`config.mk`:
```
export PLATFORM = sky130hd
export DESIGN_NAME = gap_tv_diff_sched_flat
export DESIGN_NICKNAME = d
export VERILOG_FILES = /design/src/rtl/gap_tv_diff_sched_if.sv /design/src/rtl/gap_tv_diff_sched.sv /design/src/flat_wrapper.sv
export SDC_FILE = /design/constraint.sdc
export NUM_CORES = 1
export LEC_CHECK = 0
export ABC_AREA = 1
export CAP_MARGIN = 20
export CORE_MARGIN = 2
export CORE_UTILIZATION = 60
export DETAILED_ROUTE_END_ITERATION = 10
export DONT_BUFFER_PORTS = 1
export GPL_ROUTABILITY_DRIVEN = 0
export PLACE_DENSITY = 0.76
export SLEW_MARGIN = 20
export SYNTH_ARGS = -nofsm -noshare
export SYNTH_HDL_FRONTEND = slang
export SYNTH_SLANG_ARGS = --single-unit
export TNS_END_PERCENT = 10
```
`constraint.sdc`:
```
create_clock -name clk -period 4.9 [get_ports clk]
set_clock_uncertainty 0.05 [all_clocks]
set_input_delay 0.98 -clock clk [delete_from_list [all_inputs] [get_ports clk]]
set_output_delay 0.98 -clock clk [all_outputs]
set_load 0.01 [all_outputs]
```
`src/rtl/gap_tv_diff_sched_if.sv`:
```
// Bundle of start/done control, BRAM read side and result write side for gap_tv_diff_sched.
// The pause input exists only when GAP_TV_SCHED_PAUSE_EN is defined.
interface gap_tv_diff_sched_if #(
    parameter int ADDR_W  = 8,
    parameter int FRAME_W = 7
);
    logic               start;
    logic [FRAME_W-1:0] f_num;
`ifdef GAP_TV_SCHED_PAUSE_EN
    logic               pause;
`endif
    logic               busy;
    logic               done;
    logic               ren;
    logic [ADDR_W-1:0]  raddr;
    logic [FRAME_W-1:0] rframe;
    logic               dp_row_clr;
    logic               wen;
    logic [ADDR_W-1:0]  waddr;
    logic [FRAME_W-1:0] wframe;

`ifdef GAP_TV_SCHED_PAUSE_EN
    modport master (
        input  start, f_num, pause,
        output busy, done, ren, raddr, rframe, dp_row_clr, wen, waddr, wframe
    );
    modport slave (
        output start, f_num, pause,
        input  busy, done, ren, raddr, rframe, dp_row_clr, wen, waddr, wframe
    );
`else
    modport master (
        input  start, f_num,
        output busy, done, ren, raddr, rframe, dp_row_clr, wen, waddr, wframe
    );
    modport slave (
        output start, f_num,
        input  busy, done, ren, raddr, rframe, dp_row_clr, wen, waddr, wframe
    );
`endif
endinterface

```
`src/rtl/gap_tv_diff_sched.sv`:
```
// GAP-TV dx-difference sequencer: scans frames right-to-left per row and writes results LAT cycles later.
// Define GAP_TV_SCHED_PAUSE_EN to add a pause input that stalls the read scan in RUN.
module gap_tv_diff_sched #(
    parameter int ROW_NUM   = 48,
    parameter int COL_WIDTH = 2,
    parameter int ADDR_W    = 8,
    parameter int LAT       = 4,
    parameter int FRAME_W   = 7
) (
    input  logic                clk,
    input  logic                rst_n,
    gap_tv_diff_sched_if.master bus
);
    typedef enum logic [1:0] {IDLE, RUN, DRAIN, FIN} state_t;

    localparam logic [ADDR_W-1:0]  LAST_ROW = ADDR_W'(ROW_NUM - 1);
    localparam logic [ADDR_W-1:0]  LAST_COL = ADDR_W'(COL_WIDTH - 1);
    localparam logic [ADDR_W-1:0]  ROW_LEN  = ADDR_W'(COL_WIDTH);
    localparam logic [ADDR_W-1:0]  ONE_A    = ADDR_W'(1);
    localparam logic [FRAME_W-1:0] ONE_F    = FRAME_W'(1);

    state_t             state, state_nx;
    logic [ADDR_W-1:0]  row, row_nx, col, col_nx;
    logic [FRAME_W-1:0] frame, frame_nx, f_total, f_total_nx;
    logic [ADDR_W-1:0]  pos_row, pos_col;
    logic [FRAME_W-1:0] pos_frame, frames;
    logic               issue, last, inflight, paused;

    logic               ren_q, ren_nx, clr_q, clr_nx, busy_q, done_q;
    logic [ADDR_W-1:0]  raddr_q, raddr_nx;
    logic [FRAME_W-1:0] rframe_q, rframe_nx;

    logic               pipe_v [1:LAT];
    logic [ADDR_W-1:0]  pipe_a [1:LAT];
    logic [FRAME_W-1:0] pipe_f [1:LAT];

`ifdef GAP_TV_SCHED_PAUSE_EN
    assign paused = bus.pause;
`else
    assign paused = 1'b0;
`endif

    // Any valid read still travelling towards the write port keeps DRAIN alive.
    always_comb begin
        inflight = ren_q;
        for (int i = 1; i < LAT; i++) begin
            inflight = inflight | pipe_v[i];
        end
    end

    // The first read of a job is issued on the same edge that accepts start, so IDLE
    // presents the scan origin while RUN presents the stored scan position.
    always_comb begin
        state_nx   = state;
        row_nx     = row;
        col_nx     = col;
        frame_nx   = frame;
        f_total_nx = f_total;
        ren_nx     = 1'b0;
        clr_nx     = 1'b0;
        raddr_nx   = '0;
        rframe_nx  = '0;
        issue      = 1'b0;

        if (state == IDLE) begin
            pos_row   = '0;
            pos_col   = LAST_COL;
            pos_frame = '0;
            frames    = bus.f_num;
        end else begin
            pos_row   = row;
            pos_col   = col;
            pos_frame = frame;
            frames    = f_total;
        end
        last = (pos_frame == frames - ONE_F) && (pos_row == LAST_ROW) && (pos_col == '0);

        case (state)
            IDLE: begin
                if (bus.start) begin
                    f_total_nx = bus.f_num;
                    if (bus.f_num == '0) state_nx = FIN;
                    else                 issue    = 1'b1;
                end
            end
            RUN:     issue = !paused;
            DRAIN:   if (!inflight) state_nx = FIN;
            FIN:     state_nx = IDLE;
            default: state_nx = IDLE;
        endcase

        if (issue) begin
            ren_nx    = 1'b1;
            raddr_nx  = pos_row * ROW_LEN + pos_col;
            rframe_nx = pos_frame;
            clr_nx    = (pos_col == LAST_COL);
            state_nx  = last ? DRAIN : RUN;
            frame_nx  = pos_frame;
            row_nx    = pos_row;
            if (pos_col != '0) begin
                col_nx = pos_col - ONE_A;
            end else begin
                col_nx = LAST_COL;
                if (pos_row != LAST_ROW) begin
                    row_nx = pos_row + ONE_A;
                end else begin
                    row_nx   = '0;
                    frame_nx = pos_frame + ONE_F;
                end
            end
        end
    end

    always_ff @(posedge clk) begin
        if (!rst_n) begin
            state    <= IDLE;
            row      <= '0;
            col      <= '0;
            frame    <= '0;
            f_total  <= '0;
            ren_q    <= 1'b0;
            clr_q    <= 1'b0;
            raddr_q  <= '0;
            rframe_q <= '0;
            busy_q   <= 1'b0;
            done_q   <= 1'b0;
            for (int i = 1; i <= LAT; i++) begin
                pipe_v[i] <= 1'b0;
                pipe_a[i] <= '0;
                pipe_f[i] <= '0;
            end
        end else begin
            state    <= state_nx;
            row      <= row_nx;
            col      <= col_nx;
            frame    <= frame_nx;
            f_total  <= f_total_nx;
            ren_q    <= ren_nx;
            clr_q    <= clr_nx;
            raddr_q  <= raddr_nx;
            rframe_q <= rframe_nx;
            busy_q   <= (state_nx != IDLE);
            done_q   <= (state_nx == FIN);
            pipe_v[1] <= ren_q;
            pipe_a[1] <= raddr_q;
            pipe_f[1] <= rframe_q;
            for (int i = 2; i <= LAT; i++) begin
                pipe_v[i] <= pipe_v[i-1];
                pipe_a[i] <= pipe_a[i-1];
                pipe_f[i] <= pipe_f[i-1];
            end
        end
    end

    assign bus.busy       = busy_q;
    assign bus.done       = done_q;
    assign bus.ren        = ren_q;
    assign bus.raddr      = raddr_q;
    assign bus.rframe     = rframe_q;
    assign bus.dp_row_clr = clr_q;
    assign bus.wen        = pipe_v[LAT];
    assign bus.waddr      = pipe_a[LAT];
    assign bus.wframe     = pipe_f[LAT];
endmodule

```
`src/flat_wrapper.sv`:
```
// flat-port wrapper written by rule: the top's interface ports become plain ports
module gap_tv_diff_sched_flat 
#(
    parameter int ROW_NUM   = 48,
    parameter int COL_WIDTH = 2,
    parameter int ADDR_W    = 8,
    parameter int LAT       = 4,
    parameter int FRAME_W   = 7
)
  (clk, rst_n, bus_start, bus_f_num, bus_busy, bus_done, bus_ren, bus_raddr, bus_rframe, bus_dp_row_clr, bus_wen, bus_waddr, bus_wframe);
  gap_tv_diff_sched_if #(.ADDR_W(ADDR_W), .FRAME_W(FRAME_W)) bus_i ();
  input  logic clk;
  input  logic rst_n;
  input wire logic [$bits(bus_i.start)-1:0] bus_start;
  input wire logic [$bits(bus_i.f_num)-1:0] bus_f_num;
  output wire logic [$bits(bus_i.busy)-1:0] bus_busy;
  output wire logic [$bits(bus_i.done)-1:0] bus_done;
  output wire logic [$bits(bus_i.ren)-1:0] bus_ren;
  output wire logic [$bits(bus_i.raddr)-1:0] bus_raddr;
  output wire logic [$bits(bus_i.rframe)-1:0] bus_rframe;
  output wire logic [$bits(bus_i.dp_row_clr)-1:0] bus_dp_row_clr;
  output wire logic [$bits(bus_i.wen)-1:0] bus_wen;
  output wire logic [$bits(bus_i.waddr)-1:0] bus_waddr;
  output wire logic [$bits(bus_i.wframe)-1:0] bus_wframe;
  assign bus_i.start = bus_start;
  assign bus_i.f_num = bus_f_num;
  assign bus_busy = bus_i.busy;
  assign bus_done = bus_i.done;
  assign bus_ren = bus_i.ren;
  assign bus_raddr = bus_i.raddr;
  assign bus_rframe = bus_i.rframe;
  assign bus_dp_row_clr = bus_i.dp_row_clr;
  assign bus_wen = bus_i.wen;
  assign bus_waddr = bus_i.waddr;
  assign bus_wframe = bus_i.wframe;
  gap_tv_diff_sched #(.ROW_NUM(ROW_NUM), .COL_WIDTH(COL_WIDTH), .ADDR_W(ADDR_W), .LAT(LAT), .FRAME_W(FRAME_W)) u_core (.clk(clk), .rst_n(rst_n), .bus(bus_i));
endmodule
```
# After elaboration in Yosys (flattened, before gate mapping)

Memory sizes are Yosys's and may differ from the RTL's.
Cells that the tools add are included.

Bitwise operators: 15
Add/sub/neg operators: 5
Multiplexer cells: 33
Reduce and logical (&&, ||, !) cells: 9
Eq/ne operators: 8

Operator list:

| operator            | count |
|---|---|
| $mux 8              | 9 |
| $mux 7              | 8 |
| $or 1x1->1          | 15 |
| $mux 2              | 5 |
| $mux 1              | 9 |
| $add 8x1->8 const B | 1 |
| $add 8x8->8         | 1 |
| $eq 8x1->1 const B  | 1 |
| $eq 8x6->1 const B  | 1 |
| $logic_not 8->1     | 1 |
| $ne 8x6->1 const B  | 1 |
| $reduce_bool 8->1   | 1 |
| $sub 8x1->8 const B | 1 |
| $add 7x1->7 const B | 1 |
| $eq 7x7->1          | 1 |
| $logic_not 7->1     | 1 |
| $sub 7x1->7 const B | 1 |
| $eq 2x2->1 const B  | 3 |
| $pmux 2 s3          | 1 |
| $reduce_and 2->1    | 2 |
| $eq 2x1->1 const B  | 1 |
| $logic_and 1x1->1   | 2 |
| $logic_not 2->1     | 1 |
| $pmux 1 s2          | 1 |
| $reduce_bool 2->1   | 1 |

Flip-flop bits (word level): 51
Memory bits (writable): 64
Input bits: 10
Word-level logic and storage cells: 84
Memories kept: 3

Memories:

| memory        | depth | width | read ports | clocked after Yosys merged registers in | wr ports | RTL line                | text |
|---|---|---|---|---|---|---|---|
| u_core.pipe_a | 4     | 8     | 4          | 0                                       | 4        | gap_tv_diff_sched.sv:34 | `logic [ADDR_W-1:0] pipe_a [1:LAT];` |
| u_core.pipe_f | 4     | 7     | 4          | 0                                       | 4        | gap_tv_diff_sched.sv:35 | `logic [FRAME_W-1:0] pipe_f [1:LAT];` |
| u_core.pipe_v | 4     | 1     | 4          | 0                                       | 4        | gap_tv_diff_sched.sv:33 | `logic pipe_v [1:LAT];` |

# Longest topological paths before layout

Depth in word-level cells: 9
Gate-level depth with buffers: 17
Gate-level depth less buffers: 17

# Worst setup path after synthesis

No wires, ideal clock.

Kind: input port to flip-flop
Start point: in bus_f_num[0]
End point: reg u_core.busy_q, in the netlist u_core.bus.busy
Required time: 4.736 ns
Arrival time: 2.116 ns
Cell stages on the path: 14
Library setup time: 0.114 ns
Slack: 2.620 ns
Cell sequence: inv_1 -> nand2_2 -> nand2_2 -> ha_1 -> nand3_1 -> nand3_1 -> nor2_1 -> nand2_1 -> nor2_1 -> nand2_1 -> nor2_2 -> nand3_2 -> nand2_1 -> nand2_1

Longest elaborated chain between the ends: 8

Ends and longest elaborated chain:

| what                            | RTL line                 | text |
|---|---|---|
| start, declared                 | flat_wrapper.sv:15       | `input wire logic [$bits(bus_i.f_num)-1:0] bus_f_num;` |
| $mux 7                          | gap_tv_diff_sched.sv:65  | `if (state == IDLE) begin` |
| $sub 7x1->7                     | gap_tv_diff_sched.sv:76  | `last = (pos_frame == frames - ONE_F) && (pos_row == LAST_ROW) && (pos_col == '0);` |
| $eq 7x7->1                      | gap_tv_diff_sched.sv:76  |  |
| $logic_and 1x1->1 (2 in series) | gap_tv_diff_sched.sv:76  |  |
| $mux 2                          | gap_tv_diff_sched.sv:97  | `state_nx = last ? DRAIN : RUN;` |
| $mux 2 *                        | gap_tv_diff_sched.sv:92  | `if (issue) begin` |
| $reduce_bool 2->1 *             | gap_tv_diff_sched.sv:142 | `busy_q <= (state_nx != IDLE);` |
| end signal, assigned            | gap_tv_diff_sched.sv:142 |  |
| end, declared                   | gap_tv_diff_sched.sv:29  | `logic ren_q, ren_nx, clr_q, clr_nx, busy_q, done_q;` |

Mark *: on every way between the ends. The rest lies on a longest branch, timed or not.
A chain may end at the register's enable or synchronous reset.

# Final worst setup path

Start point: reg u_core.state[0]
End point: reg u_core.frame[6]

Longest elaborated chain between the ends: 5

Ends and longest elaborated chain:

| what                                      | RTL line                                           | text |
|---|---|---|
| start, declared                           | gap_tv_diff_sched.sv:22                            | `state_t state, state_nx;` |
| start signal, assigned                    | gap_tv_diff_sched.sv:133                           | `state <= state_nx;` |
| $logic_not 2->1                           | gap_tv_diff_sched.sv:65, gap_tv_diff_sched.sv:78   |  |
| $mux 7 or $mux 8 (tied branches)          | gap_tv_diff_sched.sv:65                            |  |
| $add 7x1->7 or $ne 8x6->1 (tied branches) | gap_tv_diff_sched.sv:108, gap_tv_diff_sched.sv:104 |  |
| $mux 7                                    | gap_tv_diff_sched.sv:104                           | `if (pos_row != LAST_ROW) begin` |
| $mux 7                                    | gap_tv_diff_sched.sv:100                           | `if (pos_col != '0) begin` |
| end signal, assigned                      | gap_tv_diff_sched.sv:136                           | `frame <= frame_nx;` |
| end, declared                             | gap_tv_diff_sched.sv:24                            | `logic [FRAME_W-1:0] frame, frame_nx, f_total, f_total_nx;` |

Parallel ways exist; a longest one is shown, timed or not.

==> impl_metrics.toml <==
[timing]
relSlewSlack = 0.378
tns_ns = 0
final_max_slew_viol_count = 0
rsz0062_at_grt = "no"
hold_viol = 0
tightest_slew_ns = 0.931
period_minus_slack_ns = 2.91
finalCritPeriodShare = 0.594
setup_viol = 0
fin_ws_ns = 1.99
fmax_mhz = 344

[worst_setup_path]
worstSetupPathType = "reg -> reg"
crit_path_start_kind = "flip-flop"
rr_startpoint = "u_core.state[0]"
critical_path_required_ns = 5.24
worstSetupEndpointType = "flip-flop"
critPathMaxFanout = 35
r2r-end = "u_core.frame[6]"
r2r_slack_ns = 1.99
worstPathArrival_ns = 3.25
rr_worst_depth = 12

[cts]
cts_max_path_buffers = 2
clk_pin_slew_worst_paths_ns = 0.06
clock_sinks = 115
cts_max_level = 4
post_cts_buffers = 0
cts_resized = 0
ctsHoldBuffers = 0
cts_tree = "built"
clkLatencyLatePin_ns = 0.51
cts_root_buf = "clkbuf_8"
numCtsBuffers = 17

[placed_design]
dp_hpwl_mm = 6.07
pre_cts_ws_ns = 2.04
io_buffers = 0

[floorplanning]
dieArea_um2 = 8860
row_count = 32
die_w_um = 94.1
io_pins = 45
start_util = 0.624
core_um2 = 7810
die_y_um = 94.1

[route]
wire_per_inst_um = 12.6
drt-total-wl_mm = 9.39
dr.pass1.iters = 4
ant_nets = 0
vias_per_cell = 5.01
drc = 0
drt_iter0_markers = 145
via_count = 3734

[status]
outcome = "finished clean"

[global_routing]
grt_usage = 0.236
antenna_found_initial = 0
gr-total-overflow = 0
grt_pass1_vias = 3691
grt_max_degree = 82
grt_pass1_wl_mm = 16.3

[layout]
antenna_cells = 0
synthToLayoutAreaGrowth_pct = 10.8
drive_above_1_share = 0.109
nNetsFinal = 653

[logic_synthesis]
syn-num-nets = 665
ys_types = 36
syn-cell-area_um2 = 4870
syn_area_per_cell_um2 = 7.58
ys_ff_latch = 115
ys_seq_area_frac = 0.472
synth_warnings = 0
synthCells = 643

[power]
cellPowerDensity_nw_per_um2 = 437
leakage_nw = 2.81
ir_drop_mv = 0.208

[hold_path]
hold_class = "reg -> reg"
whs_path_depth = 2
min-delay-start = "u_core.pipe_f[0][17]"
min_to = "u_core.pipe_f[0][24]"

[flow_run]
cap_violations = 0
[report_power, final]
group / internal [mW] / leakage, nW / switching [mW]
Sequential: 0.953 / 0.930 / 0.0124
Combinational: 0.0464 / 1.59 / 0.102
Clock: 0.795 / 0.294 / 0.452
[cell usage in the layout, fill, tap and decap left out, types with 9 or more instances in the layout]
master,instances
nand2_1,148
a21oi_1,21
dfxtp_1,115
clkbuf_16,16
nor2_1,57
xor2_1,9
nand3_1,34
o21ai_0,22
inv_1,128
nand2_2,9
ha_1,11
[per-stage QoR]
stage / util / total power, mW / cell area [µm²] / hold WS (ns) / instances
6_report: 0.692 / 2.36 / 5400 / 0.355 / 746
5_1_grt: 0.692 / 2.45 / 5400 / 0.366 / 746
4_1_cts: 0.692 / 2.37 / 5400 / 0.355 / 746
3_5_place_dp: 0.614 / 1.13 / 4790 / 0.346 / 714
3_3_place_gp: 0.614 / 1.13 / 4790 / 0.341 / 714
2_1_floorplan: - / 1.12 / 4870 / 0.340 / 643
[state kept, by name, summed over array words and instances, names as in the netlist]
register               flops
u_core.bus.raddr           8
u_core.bus.rframe          7
u_core.row                 8
u_core.pipe_a             32
u_core.bus.dp_row_clr      1
u_core.bus.done            1
u_core.col                 8
u_core.pipe_v              4
u_core.bus.busy            1
u_core.frame               7
u_core.state               2
u_core.bus.ren             1
u_core.f_total             7
u_core.pipe_f             28
[cells by family (layout without fill, tap and decap cells)]
| logic type | Yosys count | count (layout) | share of synthesized area |
|---|---|---|---|
| AOI/OAI and AO/OA | 63 | 63 | 0.0732 |
| buffers and inverters | 164 | 165 | 0.145 |
| xor gates and xnor gates | 12 | 12 | 0.0216 |
| and+or+nand+nor | 276 | 276 | 0.253 |
| DFF | 115 | 115 | 0.472 |
| adders and majority gates | 12 | 12 | 0.0323 |
| muxes | 1 | 1 | 0.00205 |
[synthesized netlist by cell type]
cell      count  area, µm²
nand3_2       2       20.0
buf_1         2       7.51
a21oi_1      21        105
nor4_1        1       6.26
clkbuf_1      7       26.3
nand2_1     148        556
nand2_2       9       56.3
buf_6         4       45.0
nor2_4        6       67.6
nor2_1       57        214
o21a_1        3       22.5
nor3_1        7       35.0
xnor2_1       3       26.3
fa_1          1       20.0
o21ai_0      22        110
nand2_4       2       22.5
o21ai_1       3       15.0
or2_2         2       12.5
o32ai_1       1       8.76
nand4_1       1       6.26
o21ai_2       5       43.8
xor2_1        9       78.8
buf_4        16        120
nor2_2        3       18.8
ha_1         11        138
a31oi_1       1       6.26
a211oi_1      1       7.51
nor3_2        3       30.0
dfxtp_1     115       2300
nand3_1      34        170
o22ai_1       6       37.5
inv_1       128        480
nor2_8        1       20.0
inv_2         5       18.8
mux2i_1       1       10.0
buf_2         2       10.0
[worst max-delay path by stage]
stage                 endpoint  cells past startpoint             from
4_1_cts        u_core.frame[6]                     12  u_core.state[0]
6_report       u_core.frame[6]                     12  u_core.state[0]
3_3_place_gp   u_core.frame[6]                     12  u_core.state[0]
5_1_grt        u_core.frame[4]                     12  u_core.state[0]
3_5_place_dp   u_core.frame[6]                     12  u_core.state[0]
2_1_floorplan  u_core.bus.busy                     14     bus_f_num[0]
[area by class of cell]
class	instances	area [µm²]
sequential	115	2300
multi-input combinational	364	1860
tap	102	128
clock buffer	18	428
fill	611	2410
clock inverter	14	179
inverter	133	499
[critical path, cell delays in order, from the launching register on]
cell	delay (ns)
dfxtp_1	0.37
nor2_4	0.75
nor2_1	0.14
inv_1	0.16
ha_1	0.24
nand2_2	0.13
nor2_8	0.20
inv_2	0.07
nor2_1	0.21
nand2_1	0.12
nor3_2	0.13
xor2_1	0.16
nor2_1	0.06
[metal layers]
layer	up-vias	routed length, µm	global-route usage
li1	1907	-	-
met1	1714	4150	0.282
met2	99	4620	0.391
met3	14	482	0.0666
met4	0	138	0.107
met5	-	0	0
No activity file was read; power rests on OpenSTA's default activity.
